`src/rtl/lpc_pkg.sv`:
```
// Shared types and defaults for the two-channel LPC frame arbiter.
package lpc_pkg;

   localparam int LPC_DATA_W    = 16;
   localparam int LPC_FRAME_LEN = 4;

   localparam logic [0:0] ST_IDLE  = 1'b0;
   localparam logic [0:0] ST_BURST = 1'b1;

   // Source channel identifier, also carried on M_TID.
   typedef logic chan_t;

endpackage

```
`src/rtl/lpc_frame_arbiter_if.sv`:
```
// Bus bundle for lpc_frame_arbiter: two sample sources in, one encoder stream out.
// slave = arbiter view, master = environment view.
interface lpc_frame_arbiter_if
   import lpc_pkg::*;
#(
   parameter int DATA_W = LPC_DATA_W
) ();

   logic              S0_TVALID, S0_TREADY, S0_TLAST, S0_TUSER;
   logic [DATA_W-1:0] S0_TDATA;
   logic              S1_TVALID, S1_TREADY, S1_TLAST, S1_TUSER;
   logic [DATA_W-1:0] S1_TDATA;
   logic              M_TVALID, M_TREADY, M_TLAST, M_TUSER;
   logic [DATA_W-1:0] M_TDATA;
   chan_t             M_TID;

   modport slave (
      input  S0_TVALID, S0_TDATA, S0_TLAST, S0_TUSER,
      input  S1_TVALID, S1_TDATA, S1_TLAST, S1_TUSER,
      input  M_TREADY,
      output S0_TREADY, S1_TREADY,
      output M_TVALID, M_TDATA, M_TLAST, M_TUSER, M_TID
   );

   modport master (
      output S0_TVALID, S0_TDATA, S0_TLAST, S0_TUSER,
      output S1_TVALID, S1_TDATA, S1_TLAST, S1_TUSER,
      output M_TREADY,
      input  S0_TREADY, S1_TREADY,
      input  M_TVALID, M_TDATA, M_TLAST, M_TUSER, M_TID
   );

endinterface

```
`src/rtl/lpc_arb_pick.sv`:
```
// Two-request grant decision. Round-robin on rr by default;
// LPC_ARB_FIXED_PRIO_EN makes channel 0 win every tie and ignores rr.
module lpc_arb_pick
   import lpc_pkg::*;
(
   input  logic [1:0] req,
   input  chan_t      rr,
   output chan_t      grant
);

`ifdef LPC_ARB_FIXED_PRIO_EN
   chan_t unused_rr;
   assign unused_rr = rr;
   assign grant     = ~req[0];
`else
   // Tie goes to the pointed channel; a lone request wins outright.
   assign grant = (&req) ? rr : req[1];
`endif

endmodule

```
`src/rtl/lpc_frame_arbiter.sv`:
```
// Frames samples from two sources onto one encoder stream, FRAME_LEN beats per grant.
// Optional macro LPC_ARB_FIXED_PRIO_EN: fixed channel-0 priority instead of round-robin.
module lpc_frame_arbiter
   import lpc_pkg::*;
#(
   parameter int DATA_W    = LPC_DATA_W,
   parameter int FRAME_LEN = LPC_FRAME_LEN
) (
   input  logic               ACLK,
   input  logic               ARESET_N,
   lpc_frame_arbiter_if.slave bus
);

   logic [0:0]        state;
   chan_t             grant, rr, pick_gnt;
   logic [3:0]        cnt;
   logic [1:0]        req;
   logic              out_free, burst_rdy, accept, last_now;
   logic              sel_vld, sel_last, sel_user;
   logic [DATA_W-1:0] sel_data;
   logic              m_vld, m_last, m_user;
   logic [DATA_W-1:0] m_data;
   chan_t             m_tid;

   assign req = {bus.S1_TVALID, bus.S0_TVALID};

   lpc_arb_pick u_pick (
      .req   (req),
      .rr    (rr),
      .grant (pick_gnt)
   );

   // Output register can take a beat when empty or draining this cycle.
   assign out_free      = ~m_vld | bus.M_TREADY;
   assign burst_rdy     = (state == ST_BURST) & out_free;
   assign bus.S0_TREADY = burst_rdy & (grant == 1'b0);
   assign bus.S1_TREADY = burst_rdy & (grant == 1'b1);

   assign sel_vld  = grant ? bus.S1_TVALID : bus.S0_TVALID;
   assign sel_data = grant ? bus.S1_TDATA  : bus.S0_TDATA;
   assign sel_last = grant ? bus.S1_TLAST  : bus.S0_TLAST;
   assign sel_user = grant ? bus.S1_TUSER  : bus.S0_TUSER;

   assign accept   = burst_rdy & sel_vld;
   assign last_now = (cnt == 4'(FRAME_LEN - 1)) | sel_last | sel_user;

   always_ff @(posedge ACLK or negedge ARESET_N) begin
      if (!ARESET_N) begin
         state <= ST_IDLE;
         grant <= 1'b0;
         cnt   <= '0;
      end else begin
         case (state)
            ST_IDLE: begin
               if (|req) begin
                  grant <= pick_gnt;
                  cnt   <= '0;
                  state <= ST_BURST;
               end
            end
            default: begin
               // Grant is held until the frame closes, even across TVALID gaps.
               if (accept) begin
                  cnt <= cnt + 4'd1;
                  if (last_now) state <= ST_IDLE;
               end
            end
         endcase
      end
   end

`ifdef LPC_ARB_FIXED_PRIO_EN
   assign rr = 1'b0;
`else
   always_ff @(posedge ACLK or negedge ARESET_N) begin
      if (!ARESET_N)             rr <= 1'b0;
      else if (accept & last_now) rr <= ~grant;
   end
`endif

   always_ff @(posedge ACLK or negedge ARESET_N) begin
      if (!ARESET_N) begin
         m_vld  <= 1'b0;
         m_data <= '0;
         m_last <= 1'b0;
         m_user <= 1'b0;
         m_tid  <= 1'b0;
      end else if (accept) begin
         m_vld  <= 1'b1;
         m_data <= sel_data;
         m_last <= last_now;
         m_user <= sel_user;
         m_tid  <= grant;
      end else if (bus.M_TREADY) begin
         m_vld  <= 1'b0;
      end
   end

   assign bus.M_TVALID = m_vld;
   assign bus.M_TDATA  = m_data;
   assign bus.M_TLAST  = m_last;
   assign bus.M_TUSER  = m_user;
   assign bus.M_TID    = m_tid;

endmodule
```
`src/flat_wrapper.sv`:
```
// flat-port wrapper written by rule: the top's interface ports become plain ports
module lpc_frame_arbiter_flat import lpc_pkg::*;
#(
   parameter int DATA_W    = LPC_DATA_W,
   parameter int FRAME_LEN = LPC_FRAME_LEN
)
  (ACLK, ARESET_N, bus_S0_TVALID, bus_S0_TDATA, bus_S0_TLAST, bus_S0_TUSER, bus_S1_TVALID, bus_S1_TDATA, bus_S1_TLAST, bus_S1_TUSER, bus_M_TREADY, bus_S0_TREADY, bus_S1_TREADY, bus_M_TVALID, bus_M_TDATA, bus_M_TLAST, bus_M_TUSER, bus_M_TID);
  lpc_frame_arbiter_if #(.DATA_W(DATA_W)) bus_i ();
  input  logic ACLK;
  input  logic ARESET_N;
  input wire logic [$bits(bus_i.S0_TVALID)-1:0] bus_S0_TVALID;
  input wire logic [$bits(bus_i.S0_TDATA)-1:0] bus_S0_TDATA;
  input wire logic [$bits(bus_i.S0_TLAST)-1:0] bus_S0_TLAST;
  input wire logic [$bits(bus_i.S0_TUSER)-1:0] bus_S0_TUSER;
  input wire logic [$bits(bus_i.S1_TVALID)-1:0] bus_S1_TVALID;
  input wire logic [$bits(bus_i.S1_TDATA)-1:0] bus_S1_TDATA;
  input wire logic [$bits(bus_i.S1_TLAST)-1:0] bus_S1_TLAST;
  input wire logic [$bits(bus_i.S1_TUSER)-1:0] bus_S1_TUSER;
  input wire logic [$bits(bus_i.M_TREADY)-1:0] bus_M_TREADY;
  output wire logic [$bits(bus_i.S0_TREADY)-1:0] bus_S0_TREADY;
  output wire logic [$bits(bus_i.S1_TREADY)-1:0] bus_S1_TREADY;
  output wire logic [$bits(bus_i.M_TVALID)-1:0] bus_M_TVALID;
  output wire logic [$bits(bus_i.M_TDATA)-1:0] bus_M_TDATA;
  output wire logic [$bits(bus_i.M_TLAST)-1:0] bus_M_TLAST;
  output wire logic [$bits(bus_i.M_TUSER)-1:0] bus_M_TUSER;
  output wire logic [$bits(bus_i.M_TID)-1:0] bus_M_TID;
  assign bus_i.S0_TVALID = bus_S0_TVALID;
  assign bus_i.S0_TDATA = bus_S0_TDATA;
  assign bus_i.S0_TLAST = bus_S0_TLAST;
  assign bus_i.S0_TUSER = bus_S0_TUSER;
  assign bus_i.S1_TVALID = bus_S1_TVALID;
  assign bus_i.S1_TDATA = bus_S1_TDATA;
  assign bus_i.S1_TLAST = bus_S1_TLAST;
  assign bus_i.S1_TUSER = bus_S1_TUSER;
  assign bus_i.M_TREADY = bus_M_TREADY;
  assign bus_S0_TREADY = bus_i.S0_TREADY;
  assign bus_S1_TREADY = bus_i.S1_TREADY;
  assign bus_M_TVALID = bus_i.M_TVALID;
  assign bus_M_TDATA = bus_i.M_TDATA;
  assign bus_M_TLAST = bus_i.M_TLAST;
  assign bus_M_TUSER = bus_i.M_TUSER;
  assign bus_M_TID = bus_i.M_TID;
  lpc_frame_arbiter #(.DATA_W(DATA_W), .FRAME_LEN(FRAME_LEN)) u_core (.ACLK(ACLK), .ARESET_N(ARESET_N), .bus(bus_i));
endmodule
```
`config.mk`:
```
export PLATFORM = sky130hd
export DESIGN_NAME = lpc_frame_arbiter_flat
export DESIGN_NICKNAME = d
export VERILOG_FILES = /design/src/rtl/lpc_pkg.sv /design/src/rtl/lpc_frame_arbiter_if.sv /design/src/rtl/lpc_arb_pick.sv /design/src/rtl/lpc_frame_arbiter.sv /design/src/flat_wrapper.sv
export SDC_FILE = /design/constraint.sdc
export NUM_CORES = 1
export LEC_CHECK = 0
export CAP_MARGIN = 0
export CORE_MARGIN = 3
export CORE_UTILIZATION = 35
export DETAILED_ROUTE_END_ITERATION = 6
export PLACE_DENSITY = 0.7
export SYNTH_ARGS = -nofsm -noshare
export SYNTH_HDL_FRONTEND = slang
export SYNTH_SLANG_ARGS = --single-unit
```
`constraint.sdc`:
```
create_clock -name ACLK -period 2 [get_ports ACLK]
set_clock_uncertainty 0.1 [all_clocks]
set_input_delay 0.4 -clock ACLK [delete_from_list [all_inputs] [get_ports ACLK]]
set_output_delay 0.4 -clock ACLK [all_outputs]
set_load 0.05 [all_outputs]
```
==> flow_metrics.tcl <==
set metrics [dict create \
    coreArea_um2 3470 \
    synth_cell_types 27 \
    num-fill-cells 313 \
    antenna_left 0 \
    worst_pin_slew_ns 0.508 \
    critPathMaxStageDelay_ns 0.81 \
    routed_via_density 4.77 \
    cp.required_ns 1.50 \
    finalHoldViolations 0 \
    critPathLaunchType "flop" \
    seqPwrFrac_pct 29.3 \
    tns_ns 0 \
    synth-seq-cells 27 \
    dp.cells 234 \
    cellLeakagePower_nw 0.938 \
    cts_resized 0 \
    wl_mm 3.08 \
    clock.fmax_ghz 0.512 \
    post-route-drc-count 0 \
    dr_wl_met3_um 181 \
    p_switching_mw 1.68 \
    postSynthAreaPerCell_um2 10.5 \
    powerDensity_nw_per_um2 1680 \
    critPathBufInv 1 \
    rows 21 \
    cts_buffer_depth 2 \
    synth_common_cells "27 x dfrtp_1, 20 x o21ai_0, 19 x nand2_1" \
    routedLengthMet1_mm 1.22 \
    cts_buffers 3 \
    synth_ff_type "dfrtp_1" \
    dieArea_um2 4540 \
    cp_top_family "buffers and inverters" \
    cts_hold_buf 0 \
    p_clk_share_pct 8.8 \
    drv_cap 0 \
    tritoncts "yes" \
    grt_pass1_wl_mm 5.08 \
    areaGrowthSynthToFinish_pct 54.0 \
    finalSetupViolCount 0 \
    fin_cells 238 \
    grt_setup_unrepaired "no" \
    syn_nets 168 \
    p_sw_share_pct 49.3 \
    yosys_warnings 0 \
    critical_path_arrival_ns 1.45 \
    synth_cells 126 \
    max_slew_margin_pct 66.0 \
    antenna_cells 0 \
    crit_path_top_delay_cell "clkdlybuf4s50_1" \
    synth_area_leaders "dfrtp_1 51%, mux2i_1 13%, o21ai_0 7.6%" \
    synth_top_area_share_pct 51.3 \
    ys_seq_area_share_pct 51.3 \
    finalCritPeriodShare_pct 97.7 \
    synth_largest_area_cell "dfrtp_1" \
    wl_per_cell_um 12.9 \
    drive_gt1_share_pct 19.3 \
    synth_edf_count 0 \
    grt_pass1_vias 1137 \
    cts.clk_slew.worst_paths_ns 0.08 \
    clock_sinks 27 \
    die_h_um 67.4 \
    combPwrFrac_pct 61.9 \
    met2_length_mm 1.65 \
    status "complete, no violations" \
    place.gp.congestion 0.698 \
    fin_nets 235 \
    synth_area_um2 1320 \
    critPathCaptureType "output pin" \
    ys_async_sr_fraction_pct 100 \
    clock_latency_ns 0.27 \
    vias 1136 \
    fin_crit_ns 1.95 \
    top_layer_used "met4" \
    cp_max_fo 2 \
    intPower_mw 1.73 \
    drt_pass1_iterations 4 \
    ios 63 \
    path_cells "clkdlybuf4s50_1" \
    grt_max_degree 28 \
    synth.most_common_cell "dfrtp_1" \
    ir_drop_mv 0.702 \
    grt_overflow 0 \
    grt_antenna_before_repair 0 \
    cts_setup_buffers 0 \
    die_x_um 67.4 \
    place.port_buffers 62 \
    drtIter0Drc 69 \
    slew_violations 0 \
    hold_class "flop to flop" \
    worstSetupPathType "flop to output pin" \
    h-tree-depth 1 \
    grt_use_total_pct 14.7 \
    dp_hpwl_mm 2.47 \
    root_buffer "clkbuf_8" \
    start_util_pct 38.0 \
]
path summary, 6_finish.rpt:
| path | start | cells past startpoint | slack [ns] | to |
|---|---|---|---|---|
| max in group asynchronous | ARESET_N | 2 | 1.14 | u_core.bus.M_TDATA[12]$_DFFE_PN0P_ |
| setup / recovery | u_core.bus.M_TDATA[9]$_DFFE_PN0P_ | 1 | 0.05 | bus_M_TDATA[9] |
| setup reg to reg | u_core.grant$_DFFE_PN0P_ | 4 | 0.38 | u_core.bus.M_TDATA[9]$_DFFE_PN0P_ |
| hold / removal | u_core.bus.M_TDATA[8]$_DFFE_PN0P_ | 2 | 0.39 | u_core.bus.M_TDATA[8]$_DFFE_PN0P_ |
| hold reg to reg | u_core.bus.M_TDATA[8]$_DFFE_PN0P_ | 2 | 0.39 | u_core.bus.M_TDATA[8]$_DFFE_PN0P_ |
| min in group asynchronous | ARESET_N | 2 | 0.40 | u_core.grant$_DFFE_PN0P_ |
layout make-up:
type                            instances  area [um2]  area share [%]
Sequential cell                        27         676            33.3
Multi-Input combinational cell         88         578            28.5
Timing Repair Buffer                   70         661            32.6
Clock inverter                          1        5.00           0.247
Inverter                                3        11.3           0.555
Tap cell                               46        57.6            2.84
Clock buffer                            3        41.3            2.03
sequential cells by signal, summed over array words and instances, names as in the netlist:
signal,flops
u_core.cnt,4
u_core.bus.M_TLAST,1
u_core.rr,1
u_core.bus.M_TVALID,1
u_core.bus.M_TDATA,16
u_core.bus.M_TID,1
u_core.grant,1
u_core.state,1
u_core.bus.M_TUSER,1
metrics by stage:
stage               setup slack [ns]  instance area, um2  power [mW]  hold slack [ns]  util (%)
floorplan                      0.171                1320        2.46          0.00441         -
global placement              0.0856                1980        3.08            0.367      57.1
detailed placement            0.0602                1980        3.15            0.372      57.1
CTS                           0.0446                2030        3.45            0.392      58.4
global route                 0.00631                2030        3.63            0.407      58.5
finish                        0.0464                2030        3.41            0.386      58.5
layer usage:
layer,up-vias,GRT usage [%]
li1,573,-
met2,40,27.2
met3,4,1.66
met1,519,17.3
met5,-,0
met4,0,5.32
power by group through the flow:
stage                     Clock (mW)  Combinational, mW  Sequential [mW]
after CTS                      0.312               2.14             1.00
after detailed placement           0               2.14             1.01
after floorplan                    0              0.826             1.63
after global placement             0               2.09            0.992
final                          0.301               2.11            0.999
after global routing           0.334               2.26             1.04
kinds of logic after synthesis:
family                     count (synthesis)  share of synthesized area [%]
adders and majority gates                  1                          0.950
buffers and inverters                     11                           5.22
and+or+nand+nor                           34                           12.0
AOI/OAI and AO/OA                         33                           14.8
muxes                                     20                           15.8
DFF                                       27                           51.3
layout by cell type, fill, tap and decap left out, types with 3 or more instances in the layout:
cell type / netlist / routed
buf_4: 2 / 24
dfrtp_1: 27 / 27
mux2i_1: 17 / 17
inv_1: 3 / 3
nor2_1: 6 / 5
o21ai_0: 20 / 20
clkbuf_8: 0 / 3
a21oi_1: 4 / 4
nand2_1: 19 / 19
clkdlybuf4s50_1: 0 / 44
No activity file was read; power rests on OpenSTA's default activity.
